===== src/rtl/reg_scoreboard_pkg.sv =====
// Shared constants and types for the register scoreboard.
package reg_scoreboard_pkg;

   localparam int unsigned NREGS = 32;
   localparam int unsigned TAGW  = 5;
   localparam int unsigned CNTW  = 6;

   localparam logic [TAGW-1:0] TAG_ZERO = '0;

   typedef logic [NREGS-1:0] reg_vec_t;

endpackage


===== src/rtl/dffe_ref.sv =====
// Enable flop with asynchronous active-high clear, one per busy bit.
module dffe_ref (
   input  logic clk,
   input  logic clr,
   input  logic en,
   input  logic d,
   output logic q
);

   always_ff @(posedge clk or posedge clr) begin
      if (clr)     q <= 1'b0;
      else if (en) q <= d;
   end

endmodule


===== src/rtl/reg_scoreboard_decoder5to32.sv =====
// Register tag to one-hot decoder; all-zero output when disabled.
module decoder5to32
   import reg_scoreboard_pkg::*;
(
   input  logic            en,
   input  logic [TAGW-1:0] tag,
   output logic [NREGS-1:0] onehot
);

   always_comb begin
      onehot = '0;
      if (en) onehot[tag] = 1'b1;
   end

endmodule


===== src/rtl/reg_scoreboard.sv =====
// Busy-bit scoreboard for the architectural registers: stalls issue on
// RAW/WAW hazards, with same-cycle writeback bypassed into the check.
module reg_scoreboard
   import reg_scoreboard_pkg::*;
(
   input  logic             clk,
   input  logic             clr,
   input  logic             issue_valid,
   input  logic [TAGW-1:0]  issue_rd,
   input  logic [TAGW-1:0]  issue_rs1,
   input  logic [TAGW-1:0]  issue_rs2,
   input  logic             issue_use1,
   input  logic             issue_use2,
   input  logic             wb_valid,
   input  logic [TAGW-1:0]  wb_rd,
   input  logic             flush,
   output logic             stall,
   output logic             issue_accept,
   output logic [NREGS-1:0] busy_vec,
   output logic [CNTW-1:0]  outstanding,
   output logic             wb_err
);

   reg_vec_t iss_oh, wb_oh, eff_busy;
   reg_vec_t set_vec, clr_vec, busy_nxt, busy_en;
   logic     set_chg, clr_chg;
   logic     wb_err_nxt;
   logic [CNTW-1:0] cnt_nxt;

   decoder5to32 u_dec_issue (
      .en     (1'b1),
      .tag    (issue_rd),
      .onehot (iss_oh)
   );

   decoder5to32 u_dec_wb (
      .en     (wb_valid),
      .tag    (wb_rd),
      .onehot (wb_oh)
   );

   // Hazard check sees a retiring register as already free.
   always_comb begin
      eff_busy     = busy_vec & ~wb_oh;
      stall        = issue_valid & ((issue_use1 & eff_busy[issue_rs1]) |
                                    (issue_use2 & eff_busy[issue_rs2]) |
                                    eff_busy[issue_rd]);
      issue_accept = issue_valid & ~stall & ~flush;
   end

   // Set beats clear on the same tag; register 0 is never set.
   always_comb begin
      set_vec    = (issue_accept && issue_rd != TAG_ZERO) ? iss_oh : '0;
      clr_vec    = wb_oh & busy_vec;
      busy_nxt   = flush ? '0 : (set_vec | (busy_vec & ~clr_vec));
      busy_en    = busy_nxt ^ busy_vec;
      set_chg    = |(set_vec & ~busy_vec);
      clr_chg    = |(clr_vec & ~set_vec);
      cnt_nxt    = flush ? '0 : CNTW'(outstanding + CNTW'(set_chg) - CNTW'(clr_chg));
      wb_err_nxt = wb_err | (~flush & wb_valid & ~busy_vec[wb_rd] & (wb_rd != TAG_ZERO));
   end

   for (genvar g = 0; g < int'(NREGS); g++) begin : g_busy
      dffe_ref u_bit (
         .clk (clk),
         .clr (clr),
         .en  (busy_en[g]),
         .d   (busy_nxt[g]),
         .q   (busy_vec[g])
      );
   end

   always_ff @(posedge clk or posedge clr) begin
      if (clr) begin
         outstanding <= '0;
         wb_err      <= 1'b0;
      end else begin
         outstanding <= cnt_nxt;
         wb_err      <= wb_err_nxt;
      end
   end

endmodule


===== config.mk =====
export PLATFORM = sky130hd
export DESIGN_NAME = reg_scoreboard
export DESIGN_NICKNAME = d
export VERILOG_FILES = /design/src/rtl/reg_scoreboard_pkg.sv /design/src/rtl/dffe_ref.sv /design/src/rtl/reg_scoreboard_decoder5to32.sv /design/src/rtl/reg_scoreboard.sv
export SDC_FILE = /design/constraint.sdc
export NUM_CORES = 1
export LEC_CHECK = 0
export CAP_MARGIN = 20
export CORE_ASPECT_RATIO = 0.9
export CORE_MARGIN = 1
export CORE_UTILIZATION = 35
export CTS_CLUSTER_DIAMETER = 40
export DETAILED_ROUTE_END_ITERATION = 10
export PLACE_DENSITY = 0.6
export SLEW_MARGIN = 40
export SYNTH_ARGS = -nofsm -noshare
export SYNTH_HDL_FRONTEND = slang
export SYNTH_HIERARCHICAL = 1
export SYNTH_SLANG_ARGS = --single-unit

===== constraint.sdc =====
create_clock -name clk -period 6 [get_ports clk]
set_clock_uncertainty 0.05 [all_clocks]
set_input_delay 1.2 -clock clk [delete_from_list [all_inputs] [get_ports clk]]
set_output_delay 1.2 -clock clk [all_outputs]
set_load 0.005 [all_outputs]

## After elaboration in Yosys (flattened, before gate mapping)

Cells that the tools add are included.

- Flip-flop bits (word level): 39
- Output and inout bits: 41
- Logic and storage cells: 90

- $add $sub $neg: 2
- $lt $le $gt $ge: 6
- Mux-type cells: 16
- Bitwise gates (word level): 25
- Reductions and logical operators: 7

Operators with widths:

| kind | count |
|---|---|
| 32-bit AND | 5 |
| 32-bit inverter | 4 |
| 32-bit 2-to-1 mux | 3 |
| 32-bit OR reduction | 2 |
| 32-bit OR | 1 |
| 32-bit bitwise XOR | 1 |
| 5-bit by 6-bit less-than comparator with 1-bit output (second input constant) | 4 |
| 1-bit binary-select mux with 5-bit select | 4 |
| 1-bit demux with 5-bit select | 2 |
| 5-bit by 1-bit greater-or-equal comparator with 1-bit output (second input constant) | 2 |
| 5-bit nonzero test | 2 |
| 1-bit AND | 8 |
| 6-bit by 1-bit adder with 6-bit output | 1 |
| 1-bit 2-to-1 mux | 6 |
| 6-bit 2-to-1 mux | 1 |
| 6-bit by 1-bit subtractor with 6-bit output | 1 |
| 1-bit logical AND | 3 |
| 1-bit inverter | 3 |
| 1-bit OR | 3 |

## Depth between registers and ports, before layout

Gate-level depths: netlist of run 1.

- Depth in word-level cells: 23
- Depth in mapped cells: 24
- Gate-level depth less buffers: 20

## By module

Netlist of run 1, hierarchy kept.

By module, submodules not included:

| module | instances | cells each | area an instance (µm²) | seq. area each (µm²) |
|---|---|---|---|---|
| reg_scoreboard | 1 | 498 | 3422.0 | 175.2 |
| dffe_ref | 32 | 3 | 43.8 | 25.0 |
| decoder5to32 | 2 | 47 | 230.2 | 0.0 |

## Least setup slack after synthesis of run 1

OpenSTA, ideal clock, no wires.

- Kind: input to register
- Start: input wb_rd[1]
- End: register outstanding[4]
- Library setup time: 0.132 ns
- Arrival time: 5.736 ns
- Slack: 0.083 ns
- Cell stages on the path: 23
- Path buffers: 3
- Cells stage by stage: or2_2 -> clkbuf_1 -> nor2_1 -> nand2b_1 -> mux4_2 -> a2111oi_1 -> or4b_1 -> buf_2 -> or4b_4 -> buf_6 -> o311a_1 -> nor4_1 -> and4bb_1 -> nand4_1 -> ha_1 -> inv_1 -> ha_1 -> fa_1 -> a21oi_1 -> nor2_1 -> nor2_1 -> xor2_1 -> nor2_1

- Cells in the longest elaborated chain, start to end: 23
- Elaborated cells on any way between the ends: 33

Ends and longest elaborated chain:

| what | RTL line | RTL |
|---|---|---|
| start, declared | reg_scoreboard.sv:15 | `input logic [TAGW-1:0] wb_rd,` |
| 5-bit by 6-bit less-than comparator with 1-bit output (not written as such) / 5-bit by 1-bit greater-or-equal comparator with 1-bit output (equally long branches) | reg_scoreboard_decoder5to32.sv:12 | `if (en) onehot[tag] = 1'b1;` |
| 1-bit logical AND (not written as such) | reg_scoreboard_decoder5to32.sv:12 |  |
| 1-bit 2-to-1 mux (not written as such) | reg_scoreboard_decoder5to32.sv:12 |  |
| 1-bit demux with 5-bit select * | - |  |
| 32-bit 2-to-1 mux * | reg_scoreboard_decoder5to32.sv:12 |  |
| via wb_oh[16] | reg_scoreboard.sv:24 | `reg_vec_t iss_oh, wb_oh, eff_busy;` |
| 32-bit inverter | reg_scoreboard.sv:44 | `eff_busy = busy_vec & ~wb_oh;` |
| 32-bit AND | reg_scoreboard.sv:44 |  |
| (+9 left out) | - |  |
| 1-bit logical AND | reg_scoreboard.sv:53 | `set_vec = (issue_accept && issue_rd != TAG_ZERO) ? iss_oh : '0;` |
| 32-bit 2-to-1 mux | reg_scoreboard.sv:53 |  |
| 32-bit AND / 32-bit inverter (equally long branches) | reg_scoreboard.sv:57, reg_scoreboard.sv:58 |  |
| 32-bit OR reduction / 32-bit AND (equally long branches) | reg_scoreboard.sv:57, reg_scoreboard.sv:58 |  |
| 6-bit by 1-bit adder with 6-bit output / 32-bit OR reduction (equally long branches) | reg_scoreboard.sv:59, reg_scoreboard.sv:58 |  |
| 6-bit by 1-bit subtractor with 6-bit output * | reg_scoreboard.sv:59 | `cnt_nxt = flush ? '0 : CNTW'(outstanding + CNTW'(set_chg) - CNTW'(clr_chg));` |
| 6-bit 2-to-1 mux * | reg_scoreboard.sv:59 |  |
| via cnt_nxt[4] | reg_scoreboard.sv:28 | `logic [CNTW-1:0] cnt_nxt;` |
| end signal, assigned | reg_scoreboard.sv:78 | `outstanding <= cnt_nxt;` |
| end, declared | reg_scoreboard.sv:20 | `output logic [CNTW-1:0] outstanding,` |

The timed path passes the listed nets; every way through them passes the cells marked *. The select of a mux whose other input is x is not followed.
A chain may end at the register's enable or synchronous reset.

## Worst setup path in the final report of run 1

Ends and elaborated chain as after synthesis.

==> results of run 1 <==
## worst max-delay path by stage
stage | start | end | slack (ns) | depth (start not counted)
3_5_place_dp | wb_valid | outstanding[4] | -0.99 | 24
4_1_cts | wb_rd[4] | issue_accept | 0.003 | 15
5_1_grt | wb_rd[1] | issue_accept | 0.004 | 14
6_report | wb_rd[1] | outstanding[4] | 0.13 | 24
3_3_place_gp | wb_rd[1] | outstanding[4] | -1.10 | 24
2_1_floorplan | wb_rd[1] | outstanding[4] | 0.08 | 23
## flip-flops by register name (all words and copies together) (netlist names)
| register | count |
|---|---|
| g_busy.u_bit/q | 32 |
| outstanding | 6 |
| wb_err | 1 |
## power groups by stage
stage               Clock [mW]  Combinational [mW]  Sequential, mW
global placement             0               0.214           0.278
detailed placement           0               0.216           0.278
CTS                      0.284               0.225           0.273
floorplan                    0              0.0996           0.278
finish                   0.280               0.230           0.273
global route             0.294               0.244           0.274
## cell type report
class / instances / area, um^2
Timing Repair Buffer: 244 / 2010
Fill cell: 1442 / 6950
Multi-Input combinational cell: 543 / 4080
Inverter: 79 / 298
Clock buffer: 7 / 133
Sequential cell: 39 / 976
Antenna cell: 1 / 2.50
Tap cell: 198 / 248
Clock inverter: 1 / 5.00
## synthesized netlist by cell type, types with 2 or more instances
cell type	number	area share [%]
sky130_fd_sc_hd__or4b_1	3	0.57
sky130_fd_sc_hd__mux2i_1	15	2.8
sky130_fd_sc_hd__clkbuf_1	20	1.4
sky130_fd_sc_hd__and3b_1	5	0.83
sky130_fd_sc_hd__or2_2	3	0.36
sky130_fd_sc_hd__mux4_2	23	9.8
sky130_fd_sc_hd__buf_2	5	0.47
sky130_fd_sc_hd__and4_1	3	0.50
sky130_fd_sc_hd__o311a_1	4	0.76
sky130_fd_sc_hd__a31oi_1	8	0.95
sky130_fd_sc_hd__buf_6	4	0.85
sky130_fd_sc_hd__buf_1	3	0.21
sky130_fd_sc_hd__nand3b_1	2	0.28
sky130_fd_sc_hd__a211oi_1	3	0.43
sky130_fd_sc_hd__nand4bb_1	7	1.5
sky130_fd_sc_hd__o22ai_1	22	2.6
sky130_fd_sc_hd__o21bai_1	2	0.28
sky130_fd_sc_hd__nand3_1	3	0.28
sky130_fd_sc_hd__nor3_1	2	0.19
sky130_fd_sc_hd__nand2_1	76	5.4
sky130_fd_sc_hd__nor2b_1	18	2.1
sky130_fd_sc_hd__o21ai_0	4	0.38
sky130_fd_sc_hd__nor2_1	81	5.8
sky130_fd_sc_hd__a221oi_1	3	0.50
sky130_fd_sc_hd__a21oi_1	95	9.0
sky130_fd_sc_hd__o211ai_1	8	1.1
sky130_fd_sc_hd__mux2_4	32	9.1
sky130_fd_sc_hd__mux4_1	2	0.99
sky130_fd_sc_hd__inv_1	78	5.5
sky130_fd_sc_hd__ha_1	6	1.4
sky130_fd_sc_hd__nand4_1	6	0.71
sky130_fd_sc_hd__xnor2_1	3	0.50
sky130_fd_sc_hd__nand2b_1	36	4.3
sky130_fd_sc_hd__nand4b_1	8	1.3
sky130_fd_sc_hd__nor4_1	20	2.4
sky130_fd_sc_hd__dfrtp_1	39	18
sky130_fd_sc_hd__xor2_1	2	0.33
sky130_fd_sc_hd__and2_1	2	0.24
sky130_fd_sc_hd__buf_4	2	0.28
sky130_fd_sc_hd__and3_1	2	0.24
sky130_fd_sc_hd__o311ai_0	2	0.33
sky130_fd_sc_hd__and4b_1	2	0.38
sky130_fd_sc_hd__nor3b_1	6	0.85
## layout by cell type (no fill, tap or decap), types with 6 or more instances in the layout
cell                              instances
sky130_fd_sc_hd__nand2b_1                26
sky130_fd_sc_hd__buf_4                  172
sky130_fd_sc_hd__conb_1                   8
sky130_fd_sc_hd__o211ai_1                 8
sky130_fd_sc_hd__nand4bb_1                7
sky130_fd_sc_hd__nor2_4                   9
sky130_fd_sc_hd__nor2b_1                 18
sky130_fd_sc_hd__nor3b_1                  6
sky130_fd_sc_hd__clkdlybuf4s50_1         61
sky130_fd_sc_hd__nor2_1                  65
sky130_fd_sc_hd__inv_1                   78
sky130_fd_sc_hd__nor4_1                  15
sky130_fd_sc_hd__nand2_1                 75
sky130_fd_sc_hd__mux4_2                  23
sky130_fd_sc_hd__nand4b_1                 8
sky130_fd_sc_hd__dfrtp_1                 39
sky130_fd_sc_hd__nand4_1                  6
sky130_fd_sc_hd__a21oi_1                 93
sky130_fd_sc_hd__mux2_4                  32
sky130_fd_sc_hd__o22ai_1                 22
sky130_fd_sc_hd__a31oi_1                  7
sky130_fd_sc_hd__nor2_2                   8
sky130_fd_sc_hd__mux2i_1                 15
## cells by family (layout without fill, tap and decap cells)
group	count (synthesis)	in the layout	synth area share, %
flops	39	39	18.5
other cells	1	9	0.0710
fa+ha+maj	7	7	1.80
buf+inv	113	331	8.88
xor+xnor	5	5	0.829
compound gates	159	159	17.7
simple gates	292	292	29.5
mux	72	72	22.7
## layer usage
| layer | vias up | track usage, % | part of all wire, % |
|---|---|---|---|
| met5 | - | 0 | 0 |
| met4 | 0 | 10.7 | 2.9 |
| met3 | 52 | 5.49 | 7.6 |
| met2 | 349 | 54.8 | 45 |
| met1 | 3174 | 49.9 | 45 |
| li1 | 2924 | - | - |
## timing repair
item	in CTS	in global routing
setup endpoints to repair	7	6
pin swaps	19	20
buffers inserted	7	5
hold buffers	0	0
resized for setup	56	24
## worst register-to-register path: stages (launching register included)
cell and delay, ns:
sky130_fd_sc_hd__dfrtp_1 0.58, sky130_fd_sc_hd__nand2b_1 0.25, sky130_fd_sc_hd__buf_4 0.22, sky130_fd_sc_hd__mux4_2 0.48, sky130_fd_sc_hd__and2_0 0.18, sky130_fd_sc_hd__o32a_1 0.38, sky130_fd_sc_hd__nand4_1 0.15, sky130_fd_sc_hd__buf_4 0.15
sky130_fd_sc_hd__nor2_4 0.04, sky130_fd_sc_hd__buf_12 0.12, sky130_fd_sc_hd__buf_4 0.14, sky130_fd_sc_hd__a31oi_2 0.27, sky130_fd_sc_hd__and4b_1 0.27, sky130_fd_sc_hd__nand4_1 0.13, sky130_fd_sc_hd__ha_1 0.17, sky130_fd_sc_hd__inv_1 0.06
sky130_fd_sc_hd__ha_1 0.27, sky130_fd_sc_hd__a21o_1 0.17, sky130_fd_sc_hd__a21oi_2 0.15, sky130_fd_sc_hd__o21bai_1 0.09, sky130_fd_sc_hd__a21oi_1 0.18, sky130_fd_sc_hd__xnor2_1 0.14, sky130_fd_sc_hd__nor2_1 0.05
## metrics by stage
stage	hold WS (ns)	utilization (%)	setup TNS, ns	worst slack, ns	std cells
finish	0.424	52.7	0	0.127	1112
global route	0.468	52.7	0	0.00409	1111
CTS	0.429	52.2	0	0.00305	1106
detailed placement	0.414	49.8	-5.54	-0.993	1091
global placement	0.408	49.8	-5.93	-1.10	1091
floorplan	0.416	-	0	0.0826	695
==> impl_metrics.prom, run 1 <==
# TYPE chip_impl_metric gauge
chip_impl_info{name="outcome",value="finished clean"} 1
chip_impl_info{name="timing.critical_path.cells",value="clkbuf_2 > buf_4 > or2_4 > nor2_4 > nand2b_4 > mux4_2 > o22ai_1 > or4b_4 > or4b_4 > nor2_4 > buf_12 > a21oi_1 > a311oi_2 > buf_4 > nand4_1 > ha_1 > inv_1 > ha_4 > fa_2 > a21oi_2 > nor2_1 > nor2_1 > xor2_1 > nor2_1"} 1
chip_impl_info{name="criticalPathCategory",value="in2reg"} 1
chip_impl_metric{name="area_after_detailed_placement",unit="um^2"} 7330
chip_impl_metric{name="detail_route.wirelength",unit="mm"} 26.8
chip_impl_metric{name="layout-area-overhead-vs-synth",unit="%"} 46.9
chip_impl_metric{name="cts_sinks",unit=""} 39
chip_impl_metric{name="grt_pass1_vias",unit=""} 6249
chip_impl_metric{name="fin_crit",unit="ns"} 5.87
chip_impl_metric{name="io_pins",unit=""} 68
chip_impl_metric{name="initial_core_util",unit="%"} 35.9
chip_impl_metric{name="avgRoutedWirePerCell",unit="um"} 24.1
chip_impl_metric{name="largest_net_degree_at_the_start_of_global_routing",unit=""} 39
chip_impl_metric{name="fp-row-count",unit=""} 42
chip_impl_metric{name="synth_cell_type_count",unit=""} 61
chip_impl_metric{name="dieHeight",unit="um"} 119
chip_impl_metric{name="detailroute.via_count",unit=""} 6499
chip_impl_info{name="crit-reg2reg-launch",value="g_busy[15].u_bit/q"} 1
chip_impl_metric{name="postRouteAntennaNets",unit=""} 0
chip_impl_metric{name="tightestPinTransition",unit="ns"} 0.734
chip_impl_metric{name="fmax",unit="MHz"} 170
chip_impl_metric{name="clock_transition_at_path_regs",unit="ns"} 0.06
chip_impl_info{name="cts.root.buffer_cell",value="sky130_fd_sc_hd__clkbuf_16"} 1
chip_impl_metric{name="die_width",unit="um"} 132
chip_impl_metric{name="avgViaCountPerCell",unit=""} 5.84
chip_impl_metric{name="design.final.nets",unit=""} 946
chip_impl_metric{name="initial_antenna_violation_count",unit=""} 0
chip_impl_metric{name="ratio_of_cells_with_drive_above_1_in_the_final_layout",unit="%"} 32.2
chip_impl_metric{name="drt_first_iter_violations",unit=""} 656
chip_impl_metric{name="rr_worst_depth",unit=""} 22
chip_impl_info{name="crit_slowest_cell",value="sky130_fd_sc_hd__or4b_4"} 1
chip_impl_info{name="critPathTopFamily",value="simple AND/OR/NAND/NOR gates"} 1
chip_impl_info{name="cp-start-kind",value="primary input"} 1
chip_impl_metric{name="worst_voltage_drop_across_the_vdd_grid",unit="mV"} 0.0994
chip_impl_metric{name="synthesis.instances",unit=""} 688
chip_impl_metric{name="clock_insertion_delay_worst_skew",unit="ns"} 0.31
chip_impl_metric{name="detailedPlacementHpwl",unit="mm"} 21.6
chip_impl_metric{name="cts_buffers",unit=""} 5
chip_impl_info{name="synth_flop_cell",value="sky130_fd_sc_hd__dfrtp_1"} 1
chip_impl_metric{name="clockBufferDepth",unit=""} 2
chip_impl_metric{name="core-area",unit="um^2"} 14700
chip_impl_metric{name="intPower",unit="mW"} 0.528
chip_impl_metric{name="switching_share",unit="%"} 32.6
chip_impl_metric{name="number_of_enable_type_register_cells_in_the_synthesized_netlist",unit=""} 0
chip_impl_info{name="hp-start",value="wb_err"} 1
chip_impl_metric{name="yosysSeqAreaShare",unit="%"} 18.5
chip_impl_metric{name="path_buf_inv",unit=""} 5
chip_impl_metric{name="finalHoldViolations",unit=""} 0
chip_impl_metric{name="timing.final.crit_share",unit="%"} 97.9
chip_impl_metric{name="yosys_register_bits",unit=""} 39
chip_impl_metric{name="fp.dieArea",unit="um^2"} 15600
chip_impl_metric{name="cp.arrival",unit="ns"} 6.00
chip_impl_metric{name="hold_depth",unit=""} 1
chip_impl_metric{name="worst_slew_margin_relative_to_its_limit",unit="%"} 50.4
chip_impl_metric{name="cap_violations",unit=""} 0
chip_impl_info{name="whs_endpoint",value="wb_err"} 1
chip_impl_metric{name="detailedRoute.firstPassIterationCount",unit=""} 8
chip_impl_metric{name="gp_congestion",unit=""} 1.04
chip_impl_metric{name="ff2ff_setup_slack",unit="ns"} 1.17
chip_impl_metric{name="share_comb_of_total_power",unit="%"} 29.3
chip_impl_info{name="reg2reg_to",value="outstanding[5]"} 1
chip_impl_metric{name="global_route.usage.total",unit="%"} 35.3
chip_impl_info{name="critPathCaptureType",value="flip-flop"} 1
chip_impl_metric{name="worst_ep_required_time",unit="ns"} 6.13
chip_impl_metric{name="cpPeakStageDelay",unit="ns"} 0.58
chip_impl_metric{name="postLayoutCellArea",unit="um^2"} 7760
chip_impl_metric{name="clk_network_pwr_share",unit="%"} 35.8
chip_impl_metric{name="post_synth.cell_area_avg",unit="um^2"} 7.68
chip_impl_metric{name="cts_max_level",unit=""} 2
chip_impl_metric{name="grt_first_pass_wirelength",unit="mm"} 40.3
chip_impl_info{name="most_frequent_cell_on_the_critical_path",value="sky130_fd_sc_hd__nor2_1"} 1
chip_impl_metric{name="slew_viol_final",unit=""} 0
chip_impl_info{name="tritoncts",value="done"} 1
chip_impl_metric{name="power.leakage",unit="nW"} 3.19
chip_impl_metric{name="worstPathMaxFanout",unit=""} 7
chip_impl_metric{name="p_switching",unit="mW"} 0.255
chip_impl_metric{name="seq_power_share",unit="%"} 34.9
chip_impl_info{name="hp-class",value="reg2reg"} 1
chip_impl_metric{name="drc",unit=""} 0
chip_impl_metric{name="yosysWarningCount",unit=""} 6
chip_impl_metric{name="synth_async_sr_flop_share",unit="%"} 100
chip_impl_metric{name="power_density",unit="nW/um^2"} 101
chip_impl_metric{name="grt-ovfl-total",unit=""} 0
chip_impl_metric{name="synth_area",unit="um^2"} 5280
chip_impl_metric{name="report.final.setup_viol",unit=""} 0
chip_impl_metric{name="design_power_total",unit="mW"} 0.783
chip_impl_metric{name="io_buffer_count",unit=""} 67
chip_impl_info{name="rsz0062_at_grt",value="false"} 1
(Power assumes the default switching activity.)
==> run 2, diff against run 1 <==
Settings changed: CTS_CLUSTER_SIZE set to 28.
==> results of run 2 <==
The final DEF is identical to that of run 1; final timing and power are the same.
==> RTL change 1 (flow settings as in run 1) <==
Set the package constant `CNTW` to 3 (it was 6).
--- a/src/rtl/reg_scoreboard_pkg.sv
+++ b/src/rtl/reg_scoreboard_pkg.sv
@@ -3,7 +3,7 @@
 
    localparam int unsigned NREGS = 32;
    localparam int unsigned TAGW  = 5;
-   localparam int unsigned CNTW  = 6;
+   localparam int unsigned CNTW  = 3;
 
    localparam logic [TAGW-1:0] TAG_ZERO = '0;
 
Interface: changed (resized outstanding); port bits go from 68 to 65. No check against the original RTL was run, so the function may have changed too.
==> RTL change 1 against run 1 <==
- setup slack improved by 0.060 ns
- sequential cell count fell by 3
- first-iteration DRC count fell by 27%
- total power fell by 4.5%
- combinational power fell by 16%
- area after synthesis fell by 8.2%
- cell count fell by 17%
- design area fell by 9.9%
- worst hold slack improved by 0.051 ns
- routed wire length fell by 17%
==> RTL change 1: results (changes against run 1) <==
Post-Route M1 WL 9.70 mm (was 12.1 mm); post-placement cell area 6510 um^2 (was 7330 um^2); largest net degree at the start of global routing 36 (was 39); met3 Usage GRT 0.0793 (was 0.0549); vias in the first global route 5,455 (was 6,249); fin nets 785 (was 946); cells taking the most area after synthesis dfrtp_1, mux2_4, mux4_2 (was dfrtp_1, mux4_2, mux2_4); Seq/Total Area, Yosys 0.186 (was 0.185); PD cells 107 nW/um^2 (was 101 nW/um^2); fraction of layout cells with a size suffix above 1 0.310 (was 0.322); Synth Area in Compound Gates 0.143 (was 0.177); Fillers 1,329 (was 1,442); outcome completed (unchanged); Max VDD drop 0.118 mV (was 0.0994 mV); Post-Synth Adder-Cell Area 0.00928 (was 0.0180); crit path capture outstanding[2]$_DFF_PP0_ (was outstanding[4]$_DFF_PP0_); PortBufs 64 (was 67); Vias 5,629 (was 6,499); reg2reg start g_busy[5].u_bit/q$_DFFE_PP0P_ (was g_busy[15].u_bit/q$_DFFE_PP0P_); first-pass GRT wire length 33.3 mm (was 40.3 mm); GRT Overall Usage 0.314 (was 0.353); 1st-pass router iterations 5 (was 8); P_leak 2.74 nW (was 3.19 nW); Final Wtd Congestion 0.972 (was 1.04); fin crit share 0.969 (was 0.979); WP data arrival 5.93 ns (was 6.00 ns); Psw 223 uW (was 255 uW); metal3 WL 2.18 mm (was 2.05 mm); R2R setup slack 1.26 ns (was 1.17 ns); met2 GRT Util 0.480 (was 0.548); multiplexer area fraction after synthesis 0.280 (was 0.227); Setup WS pre-CTS -0.632 ns (was -0.993 ns); combinational share of power 0.260 (was 0.293)
RTL change 1: metrics by stage:
step	hold slack [ns]	TNS (ns)
after floorplan	0.416	0
after global placement	0.456	-1.57
after detailed placement	0.447	-1.63
after CTS	0.474	0
after global routing	0.483	-0.0262
final	0.475	0
RTL change 1: how the worst min path moves through the flow:
stage	startpoint	endpoint	depth (start not counted)
after global routing	wb_err$_DFF_PP0_	wb_err$_DFF_PP0_	1
after CTS	wb_err$_DFF_PP0_	wb_err$_DFF_PP0_	1
after floorplan	wb_err$_DFF_PP0_	wb_err$_DFF_PP0_	1
final	wb_err$_DFF_PP0_	wb_err$_DFF_PP0_	1
after global placement	wb_err$_DFF_PP0_	wb_err$_DFF_PP0_	1
after detailed placement	wb_err$_DFF_PP0_	wb_err$_DFF_PP0_	1
RTL change 1: layout make-up:
class / count / area [um^2] / share of cell area
clock buffer: 6 / 129 / 0.0184
clock inverter: 2 / 35.0 / 0.00501
inverter: 73 / 274 / 0.0392
multi-input combinational: 441 / 3690 / 0.528
sequential: 36 / 901 / 0.129
tap: 168 / 210 / 0.0301
timing repair buffer: 198 / 1750 / 0.250
RTL change 1: cell families after synthesis:
logic type               after synthesis
AO/OA/AOI/OAI                         99
AND/OR/NAND/NOR                      239
XOR/XNOR                               2
buffers and inverters                103
other                                  1
multiplexers                          90
flip-flops                            36
adder cells (fa/ha/maj)                3
RTL change 1: timing repair:
| action | 4_1_cts | 5_1_grt |
|---|---|---|
| pin swaps | 5 | 12 |
| setup endpoints to repair | 4 | 4 |
| buffers inserted | 4 | 8 |
| gates cloned | 1 | 2 |
| gates resized for setup | 26 | 25 |
